**src/rtl/change_return_ctrl.sv**
```systemverilog
// ============================================================================
// change_return_ctrl : greedy coin-return sequencer between balance and hopper
// Optional CHANGE_RETURN_ACK_TIMEOUT_EN adds a hopper ack watchdog and o_fault.
// Revision: 1.0
// ============================================================================
`default_nettype none

module change_return_ctrl #(
  parameter int TOTAL_BITS = 31,
  parameter int WAIT_TIME  = 100,
  parameter int COIN0_VAL  = 100,
  parameter int COIN1_VAL  = 500,
  parameter int COIN2_VAL  = 1000,
  parameter int ACK_LIMIT  = 16
) (
  input  logic                  clk,
  input  logic                  reset_n,
  input  logic [TOTAL_BITS-1:0] i_total,
  input  logic                  i_trigger_return,
  input  logic                  i_activity,
  input  logic                  i_coin_ack,
  output logic                  o_coin_req,
  output logic [2:0]            o_coin_sel,
  output logic                  o_sub_valid,
  output logic [TOTAL_BITS-1:0] o_sub_val,
  output logic                  o_busy,
  output logic                  o_done,
  output logic [TOTAL_BITS-1:0] o_residue,
  output logic [31:0]           o_wait_time
`ifdef CHANGE_RETURN_ACK_TIMEOUT_EN
  , output logic                o_fault
`endif
);

  localparam logic [1:0] c_IDLE     = 2'd0;
  localparam logic [1:0] c_SELECT   = 2'd1;
  localparam logic [1:0] c_DISPENSE = 2'd2;
  localparam logic [1:0] c_DONE     = 2'd3;

  localparam logic [TOTAL_BITS-1:0] c_COIN0 = TOTAL_BITS'(COIN0_VAL);
  localparam logic [TOTAL_BITS-1:0] c_COIN1 = TOTAL_BITS'(COIN1_VAL);
  localparam logic [TOTAL_BITS-1:0] c_COIN2 = TOTAL_BITS'(COIN2_VAL);
  localparam logic [31:0]           c_WAIT  = 32'(WAIT_TIME);

  if (COIN0_VAL >= COIN1_VAL || COIN1_VAL >= COIN2_VAL || ACK_LIMIT < 1) begin : g_param_check
    $error("change_return_ctrl: illegal coin values or ACK_LIMIT");
  end

  logic [1:0]            r_state;
  logic [TOTAL_BITS-1:0] r_remaining;
  logic [31:0]           r_wait_time;
  logic [2:0]            r_coin_sel;
  logic                  r_sub_valid;
  logic [TOTAL_BITS-1:0] r_sub_val;
  logic [TOTAL_BITS-1:0] r_residue;
  logic [2:0]            w_fit_sel;
  logic [TOTAL_BITS-1:0] w_coin_val;
  logic                  w_ack_timeout;

  // Largest coin not exceeding what is still owed; zero when nothing fits.
  always_comb begin
    w_fit_sel = 3'b000;
    if (r_remaining >= c_COIN2)      w_fit_sel = 3'b100;
    else if (r_remaining >= c_COIN1) w_fit_sel = 3'b010;
    else if (r_remaining >= c_COIN0) w_fit_sel = 3'b001;
  end

  always_comb begin
    w_coin_val = '0;
    case (r_coin_sel)
      3'b001:  w_coin_val = c_COIN0;
      3'b010:  w_coin_val = c_COIN1;
      3'b100:  w_coin_val = c_COIN2;
      default: w_coin_val = '0;
    endcase
  end

`ifdef CHANGE_RETURN_ACK_TIMEOUT_EN
  localparam int c_ACK_W = $clog2(ACK_LIMIT + 1);
  logic [c_ACK_W-1:0] r_ack_cnt;
  logic               r_fault;

  always_ff @(posedge clk) begin
    if (!reset_n)
      r_ack_cnt <= '0;
    else if (r_state == c_DISPENSE && !i_coin_ack)
      r_ack_cnt <= r_ack_cnt + 1'b1;
    else
      r_ack_cnt <= '0;
  end

  assign w_ack_timeout = (r_ack_cnt == c_ACK_W'(ACK_LIMIT - 1));
  assign o_fault       = r_fault;
`else
  assign w_ack_timeout = 1'b0;
`endif

  always_ff @(posedge clk) begin
    if (!reset_n) begin
      r_state     <= c_IDLE;
      r_remaining <= '0;
      r_wait_time <= c_WAIT;
      r_coin_sel  <= 3'b000;
      r_sub_valid <= 1'b0;
      r_sub_val   <= '0;
      r_residue   <= '0;
`ifdef CHANGE_RETURN_ACK_TIMEOUT_EN
      r_fault     <= 1'b0;
`endif
    end else begin
      r_sub_valid <= 1'b0;
      r_sub_val   <= '0;
      case (r_state)
        c_IDLE: begin
          if (i_trigger_return || (r_wait_time == 32'd0 && i_total != '0)) begin
            r_remaining <= i_total;
            r_state     <= c_SELECT;
          end else if (i_activity) begin
            r_wait_time <= c_WAIT;
          end else if (r_wait_time != 32'd0) begin
            r_wait_time <= r_wait_time - 32'd1;
          end
        end
        c_SELECT: begin
          if (w_fit_sel != 3'b000) begin
            r_coin_sel <= w_fit_sel;
            r_state    <= c_DISPENSE;
          end else begin
            r_coin_sel <= 3'b000;
            r_residue  <= r_remaining;
            r_state    <= c_DONE;
          end
        end
        c_DISPENSE: begin
          if (i_coin_ack) begin
            r_remaining <= r_remaining - w_coin_val;
            r_sub_valid <= 1'b1;
            r_sub_val   <= w_coin_val;
            r_state     <= c_SELECT;
          end else if (w_ack_timeout) begin
            r_coin_sel <= 3'b000;
            r_residue  <= r_remaining;
`ifdef CHANGE_RETURN_ACK_TIMEOUT_EN
            r_fault    <= 1'b1;
`endif
            r_state    <= c_DONE;
          end
        end
        default: begin
          r_wait_time <= c_WAIT;
          r_state     <= c_IDLE;
        end
      endcase
    end
  end

  assign o_coin_req  = (r_state == c_DISPENSE);
  assign o_coin_sel  = r_coin_sel;
  assign o_sub_valid = r_sub_valid;
  assign o_sub_val   = r_sub_val;
  assign o_busy      = (r_state != c_IDLE);
  assign o_done      = (r_state == c_DONE);
  assign o_residue   = r_residue;
  assign o_wait_time = r_wait_time;

endmodule

`default_nettype wire

```
**config.mk**
```make
export PLATFORM = sky130hd
export DESIGN_NAME = change_return_ctrl
export DESIGN_NICKNAME = d
export VERILOG_FILES = /design/src/rtl/change_return_ctrl.sv
export SDC_FILE = /design/constraint.sdc
export NUM_CORES = 1
export LEC_CHECK = 0
export CORE_ASPECT_RATIO = 1.25
export CORE_UTILIZATION = 52
export CTS_BUF_LIST = sky130_fd_sc_hd__clkbuf_4 sky130_fd_sc_hd__clkbuf_8
export DETAILED_ROUTE_END_ITERATION = 10
export PLACE_DENSITY = 0.83
export SYNTH_ARGS = -nofsm -noshare
export SYNTH_HDL_FRONTEND = slang
export SYNTH_SLANG_ARGS = --single-unit
export TNS_END_PERCENT = 100
```
**constraint.sdc**
```tcl
create_clock -name clk -period 4.09 [get_ports clk]
set_input_delay 0.818 -clock clk [delete_from_list [all_inputs] [get_ports clk]]
set_output_delay 0.818 -clock clk [all_outputs]
set_load 0.02 [all_outputs]
```
==> results of run 1 <==
[placed cells by master (no fill, tap or decap), drive strengths merged, types with 15 or more instances in the layout]
cell / count
clkdlybuf4s50: 113
dfxtp: 105
a21oi: 58
nor2: 53
or4: 32
nand2: 30
and2: 25
o21ai: 25
inv: 24
conb: 23
o31ai: 21
nor4: 19
nor3: 18
mux2i: 18
ha: 15
[cell usage after synthesis (all sizes together), types with 19 or more instances]
cell    count
a21oi      58
and2       25
buf        44
clkbuf     25
dfxtp     105
inv        21
nand2      30
nor2       53
nor4       19
o21ai      25
o31ai      21
or4        32
[worst reg2reg max path, cell delays in order (launching register included)]
cell     delay (ps)
dfxtp_1         400
or4_4           580
or4_4           500
or4b_4          640
a21oi_4         930
nand2_1         400
o21ai_0         260
[through the flow]
step | instance area (um^2) | worst slack (ps) | total power [W] | instances
2_1_floorplan | 5860 | 873 | 0.00329 | 691
3_3_place_gp | 6790 | 433 | 0.00370 | 876
3_5_place_dp | 6790 | 366 | 0.00379 | 876
4_1_cts | 7000 | 330 | 0.00448 | 892
5_1_grt | 7000 | 103 | 0.00480 | 892
6_report | 7000 | 297 | 0.00452 | 892
[worst min-delay path by stage]
stage	start	to	slack, ps	cells after the start
floorplan	r_remaining[0]	r_remaining[0]	440	2
global placement	o_residue[9]	o_residue[9]	440	1
detailed placement	o_residue[30]	o_residue[30]	440	1
CTS	o_residue[30]	o_residue[30]	470	1
global route	o_residue[12]	o_residue[12]	490	1
finish	o_residue[8]	o_residue[8]	470	1
[flip-flops by register name (all words and copies together), names as in the netlist]
| register | count |
|---|---|
| o_coin_sel | 3 |
| o_residue | 31 |
| o_sub_val | 5 |
| o_sub_valid | 1 |
| o_wait_time | 32 |
| r_remaining | 31 |
| r_state | 2 |
[area by class of cell]
cell class                 instances  area share
clock inverter                     6      0.0106
inverter                          22      0.0118
sequential                       105       0.300
clock buffer                      10      0.0197
timing repair buffer             122       0.171
multi-input combinational        495       0.463
tap                              132      0.0236
[metal layers]
metal  GRT usage  share of wire  vias up
li1            -              -     2604
met1       0.311           0.39     2559
met2       0.456           0.51      234
met3      0.0570          0.076       36
met4       0.109          0.023        0
met5           0              0        -
[cell families (layout without fill, tap and decap cells)]
kind of cell | after synthesis | in the layout | share of synthesized area
mux | 18 | 18 | 0.0312
buf+inv | 91 | 160 | 0.0899
simple gates | 249 | 249 | 0.243
fa+ha+maj | 16 | 16 | 0.0360
compound gates | 181 | 181 | 0.223
flops | 105 | 105 | 0.364
other cells | 1 | 23 | 0.000649
xor+xnor | 8 | 8 | 0.0121
[power groups by stage]
stage	registers, W	clock network (W)	logic, W
after global placement	0.00138	0	0.00232
after floorplan	0.00136	0	0.00193
after global routing	0.00140	0.000736	0.00267
final	0.00138	0.000691	0.00245
after detailed placement	0.00139	0	0.00239
after CTS	0.00137	0.000700	0.00241
==> results.sh, run 1 <==
export IMPL_status="completed"
export IMPL_start_util=0.539
export IMPL_numCtsBuffers=9
export IMPL_synth_area_leader_cell="dfxtp_1"
export IMPL_grt_overflow=0
export IMPL_maxSlewHeadroom=0.226
export IMPL_postCtsResizedCells=0
export IMPL_yosysWarnings=0
export IMPL_hold_buffers=0
export IMPL_drive_gt1_frac=0.0776
export IMPL_diodes=0
export IMPL_pin_count=137
export IMPL_rsz0062_at_grt="no"
export IMPL_ir_drop_v=0.000332
export IMPL_vias_per_cell=6.09
export IMPL_hpwlAfterDp_mm=10.9
export IMPL_path_buf_inv=0
export IMPL_synth_area_leaders="dfxtp_1, a21oi_1, or4_1, buf_4, nor2_1"
export IMPL_r2r_end="r_remaining[27]"
export IMPL_cp_arrival_ps=4090
export IMPL_clock_latency_ps=380
export IMPL_hold_viol=0
export IMPL_p_sw_frac=0.471
export IMPL_syn_area_um2=5780
export IMPL_fmax_ghz=0.264
export IMPL_path_class="reg -> reg"
export IMPL_multi_input_area_um2=3240
export IMPL_finalCriticalPeriod_ps=3790
export IMPL_num_fill_cells=926
export IMPL_cts_tree="done"
export IMPL_routedWlPerCell_um=17.3
export IMPL_drt_first_pass_iters=4
export IMPL_power_frac_seq=0.305
export IMPL_path_cells="or4_4, or4_4, or4b_4, a21oi_4, nand2_1, o21ai_0"
export IMPL_reg2reg_depth=6
export IMPL_clock_sinks=105
export IMPL_drv_slew=0
export IMPL_gp_congestion=0.921
export IMPL_synth_top_cell_area_share=0.364
export IMPL_dr_first_iter_drc_count=306
export IMPL_clk_path_buf_depth=2
export IMPL_setup_violations_final=0
export IMPL_grt_antenna_before_repair=0
export IMPL_critical_path_slowest_cell="a21oi_4"
export IMPL_totalWireLength_mm=15.4
export IMPL_synth_flop_cell="dfxtp_1"
export IMPL_post_cts_setup_buffer_count=0
export IMPL_synthCells=669
export IMPL_coreArea_um2=10700
export IMPL_syn2layout_area_growth_pct=21.1
export IMPL_drc=0
export IMPL_drv_cap=0
export IMPL_crit_end="r_remaining[27]"
export IMPL_die_w_um=96.3
export IMPL_crit_top_cell="or4_4"
export IMPL_synth_seq_cells=105
export IMPL_die_area_um2=11500
export IMPL_max_stage_delay_ps=930
export IMPL_clock_skew_ps=11.5
export IMPL_tightest_slew_ps=1160
export IMPL_p_int_w=0.00239
export IMPL_post_route_util=0.653
export IMPL_reg2reg_slack_ps=300
export IMPL_power_switching_w=0.00213
export IMPL_hp_class="reg -> reg"
export IMPL_rows=42
export IMPL_cp_top_family="simple AND/OR/NAND/NOR gates"
export IMPL_cp_required_ps=4390
export IMPL_clockPowerShare=0.153
export IMPL_end_kind="flip-flop"
export IMPL_p_per_area_nw_per_um2=645
export IMPL_vias=5433
export IMPL_grt_pass1_vias=5152
export IMPL_crit_fanout=38
export IMPL_globalRouteTotalUtil=0.265
export IMPL_synth_edff_count=0
export IMPL_reg2reg_from="o_wait_time[5]"
export IMPL_crit_cells=6
export IMPL_postRouteAntennaNets=0
export IMPL_syn_avg_cell_area_um2=8.63
export IMPL_grt_pass1_wl_mm=24.2
export IMPL_grt_max_degree=43
export IMPL_htreeDepth=3
export IMPL_yosys_cell_types_count=69
export IMPL_min_period_over_period=0.927
export IMPL_path_clk_slew_ps=100
export IMPL_cts_root_buf="clkbuf_8"
export IMPL_cp_start_kind="flip-flop"
export IMPL_tns_ps=0
export IMPL_p_leak_nw=2.53
export IMPL_ys_seq_area_frac=0.364
export IMPL_final_nets=807
export IMPL_die_h_um=120
export IMPL_io_buffers=113
export IMPL_crit_start="o_wait_time[5]"
export IMPL_timing_hold_ws_ps=467
export IMPL_synthArstFlopShare=0
export IMPL_pwr_share_comb=0.542
export IMPL_regArea_um2=2100
Power figures use the tool's default switching activity.
==> inputs of run 2 (changes only) <==
CAP_MARGIN = 0   (was not set)
GPL_ROUTABILITY_DRIVEN = 0   (was not set)
==> run 2 against run 1 <==
  * Hold slack got worse by 1.2 ps
  * Critical path type unchanged
  * Non-clock buffer count did not move
  * Critical path depth did not move
  * Combinational power barely moved
  * Maximum frequency rose by 0.17%
  * Largest power group unchanged
  * Design area fell by 0.16%
  * Flip-flop and latch count did not move
  * Core utilization fell by 0.10 points
  * Register-to-register slack barely moved
  * Worst setup slack improved by 6.5 ps
  * Global-route usage rose by 1.1 points
  * Sequential share of layout area barely moved
==> results.sh, run 2 (synthesized netlist as in run 1, its figures left out) <==
export IMPL_drive_gt1_frac=0.0776
export IMPL_pin_count=137
export IMPL_clock_skew_ps=12.2
export IMPL_cp_required_ps=4390
export IMPL_post_cts_setup_buffer_count=0
export IMPL_coreArea_um2=10700
export IMPL_status="completed"
export IMPL_clock_latency_ps=380
export IMPL_die_area_um2=11500
export IMPL_totalWireLength_mm=15.6
export IMPL_fmax_ghz=0.264
export IMPL_hold_buffers=0
export IMPL_numCtsBuffers=9
export IMPL_min_period_over_period=0.926
export IMPL_grt_pass1_wl_mm=25.0
export IMPL_die_w_um=96.3
export IMPL_end_kind="flip-flop"
export IMPL_cp_start_kind="flip-flop"
export IMPL_tns_ps=0
export IMPL_rows=42
export IMPL_grt_pass1_vias=5297
export IMPL_reg2reg_from="o_wait_time[5]"
export IMPL_dr_first_iter_drc_count=306
export IMPL_ir_drop_v=0.000342
export IMPL_clock_sinks=105
export IMPL_syn2layout_area_growth_pct=20.9
export IMPL_grt_antenna_before_repair=0
export IMPL_maxSlewHeadroom=0.220
export IMPL_crit_start="o_wait_time[5]"
export IMPL_cp_arrival_ps=4090
export IMPL_finalCriticalPeriod_ps=3790
export IMPL_final_nets=807
export IMPL_hp_class="reg -> reg"
export IMPL_drc=0
export IMPL_largest_reg_flops=32
export IMPL_setup_ws_ps=303
export IMPL_vias=5525
export IMPL_path_clk_slew_ps=100
export IMPL_path_class="reg -> reg"
export IMPL_start_util=0.539
export IMPL_setup_violations_final=0
export IMPL_postCtsResizedCells=0
export IMPL_drv_cap=0
export IMPL_io_buffers=113
export IMPL_postRouteAntennaNets=0
export IMPL_r2r_end="r_remaining[27]"
export IMPL_layout_commonest_cell="clkdlybuf4s50_1"
export IMPL_crit_fanout=38
export IMPL_hold_viol=0
export IMPL_htreeDepth=3
export IMPL_rsz0062_at_grt="no"
export IMPL_cts_root_buf="clkbuf_8"
export IMPL_tightest_slew_ps=1170
export IMPL_hpwlAfterDp_mm=11.1
export IMPL_p_leak_nw=2.53
export IMPL_dp_slack_ps=339
export IMPL_drv_slew=0
export IMPL_reg2reg_slack_ps=300
export IMPL_reg2reg_depth=6
export IMPL_final_cell_mix="clkdlybuf4s50_1, dfxtp_1, a21oi_1, nor2_1, or4_1"
export IMPL_p_per_area_nw_per_um2=646
export IMPL_vias_per_cell=6.19
export IMPL_post_route_util=0.652
export IMPL_clk_path_buf_depth=2
export IMPL_die_h_um=120
export IMPL_final_cells=892
export IMPL_placed_cells=876
export IMPL_routedWlPerCell_um=17.5
export IMPL_drt_first_pass_iters=6
export IMPL_grt_max_degree=43
export IMPL_crit_end="r_remaining[27]"
export IMPL_globalRouteTotalUtil=0.276
export IMPL_grt_overflow=0
export IMPL_cts_tree="done"
export IMPL_diodes=0
export IMPL_total_power_w=0.00452
-- run 2: report_power, final --
| group | total (W) | leakage (nW) | switching [W] | internal, W |
|---|---|---|---|---|
| combinational | 0.00247 | 1.57 | 0.00157 | 0.000896 |
| clock | 0.000664 | 0.0999 | 0.000372 | 0.000292 |
| sequential | 0.00138 | 0.853 | 0.000198 | 0.00118 |
-- run 2: worst min path at each step --
stage,endpoint,slack (ps),cells past startpoint,from
after floorplan,r_remaining[0],440,2,r_remaining[0]
after global placement,o_residue[13],440,1,o_residue[13]
after detailed placement,o_residue[12],440,1,o_residue[12]
after CTS,o_residue[28],470,1,o_residue[28]
after global routing,o_residue[19],490,1,o_residue[19]
final,o_residue[9],470,1,o_residue[9]
-- run 2: per-layer routing --
| metal | global-route usage | wire [um] | vias to the layer above | part of all wire |
|---|---|---|---|---|
| met4 | 0.132 | 413 | 0 | 0.026 |
| met5 | 0 | 0 | - | 0 |
| met1 | 0.321 | 5840 | 2614 | 0.37 |
| li1 | - | - | 2601 | - |
| met3 | 0.0564 | 1360 | 34 | 0.087 |
| met2 | 0.473 | 7990 | 276 | 0.51 |
-- run 2: area by class of cell --
| cell class | instances | area [um^2] |
|---|---|---|
| Inverter | 22 | 82.6 |
| Clock inverter | 6 | 68.8 |
| Clock buffer | 10 | 131 |
| Sequential cell | 105 | 2100 |
| Timing Repair Buffer | 122 | 1200 |
| Tap cell | 132 | 165 |
| Fill cell | 932 | 3730 |
| Multi-Input combinational cell | 495 | 3240 |
-- run 2: per-stage QoR --
step / hold slack (ps) / area [um^2]
2_1_floorplan: 438 / 5860
3_3_place_gp: 442 / 6790
3_5_place_dp: 444 / 6790
4_1_cts: 472 / 6990
5_1_grt: 491 / 6990
6_report: 465 / 6990
-- run 2: worst max-delay path: stages, from the launching register on --
cell,delay (ps)
dfxtp_1,400
or4_4,580
or4_4,500
or4b_4,640
a21oi_4,930
nand2_1,380
o21ai_0,260
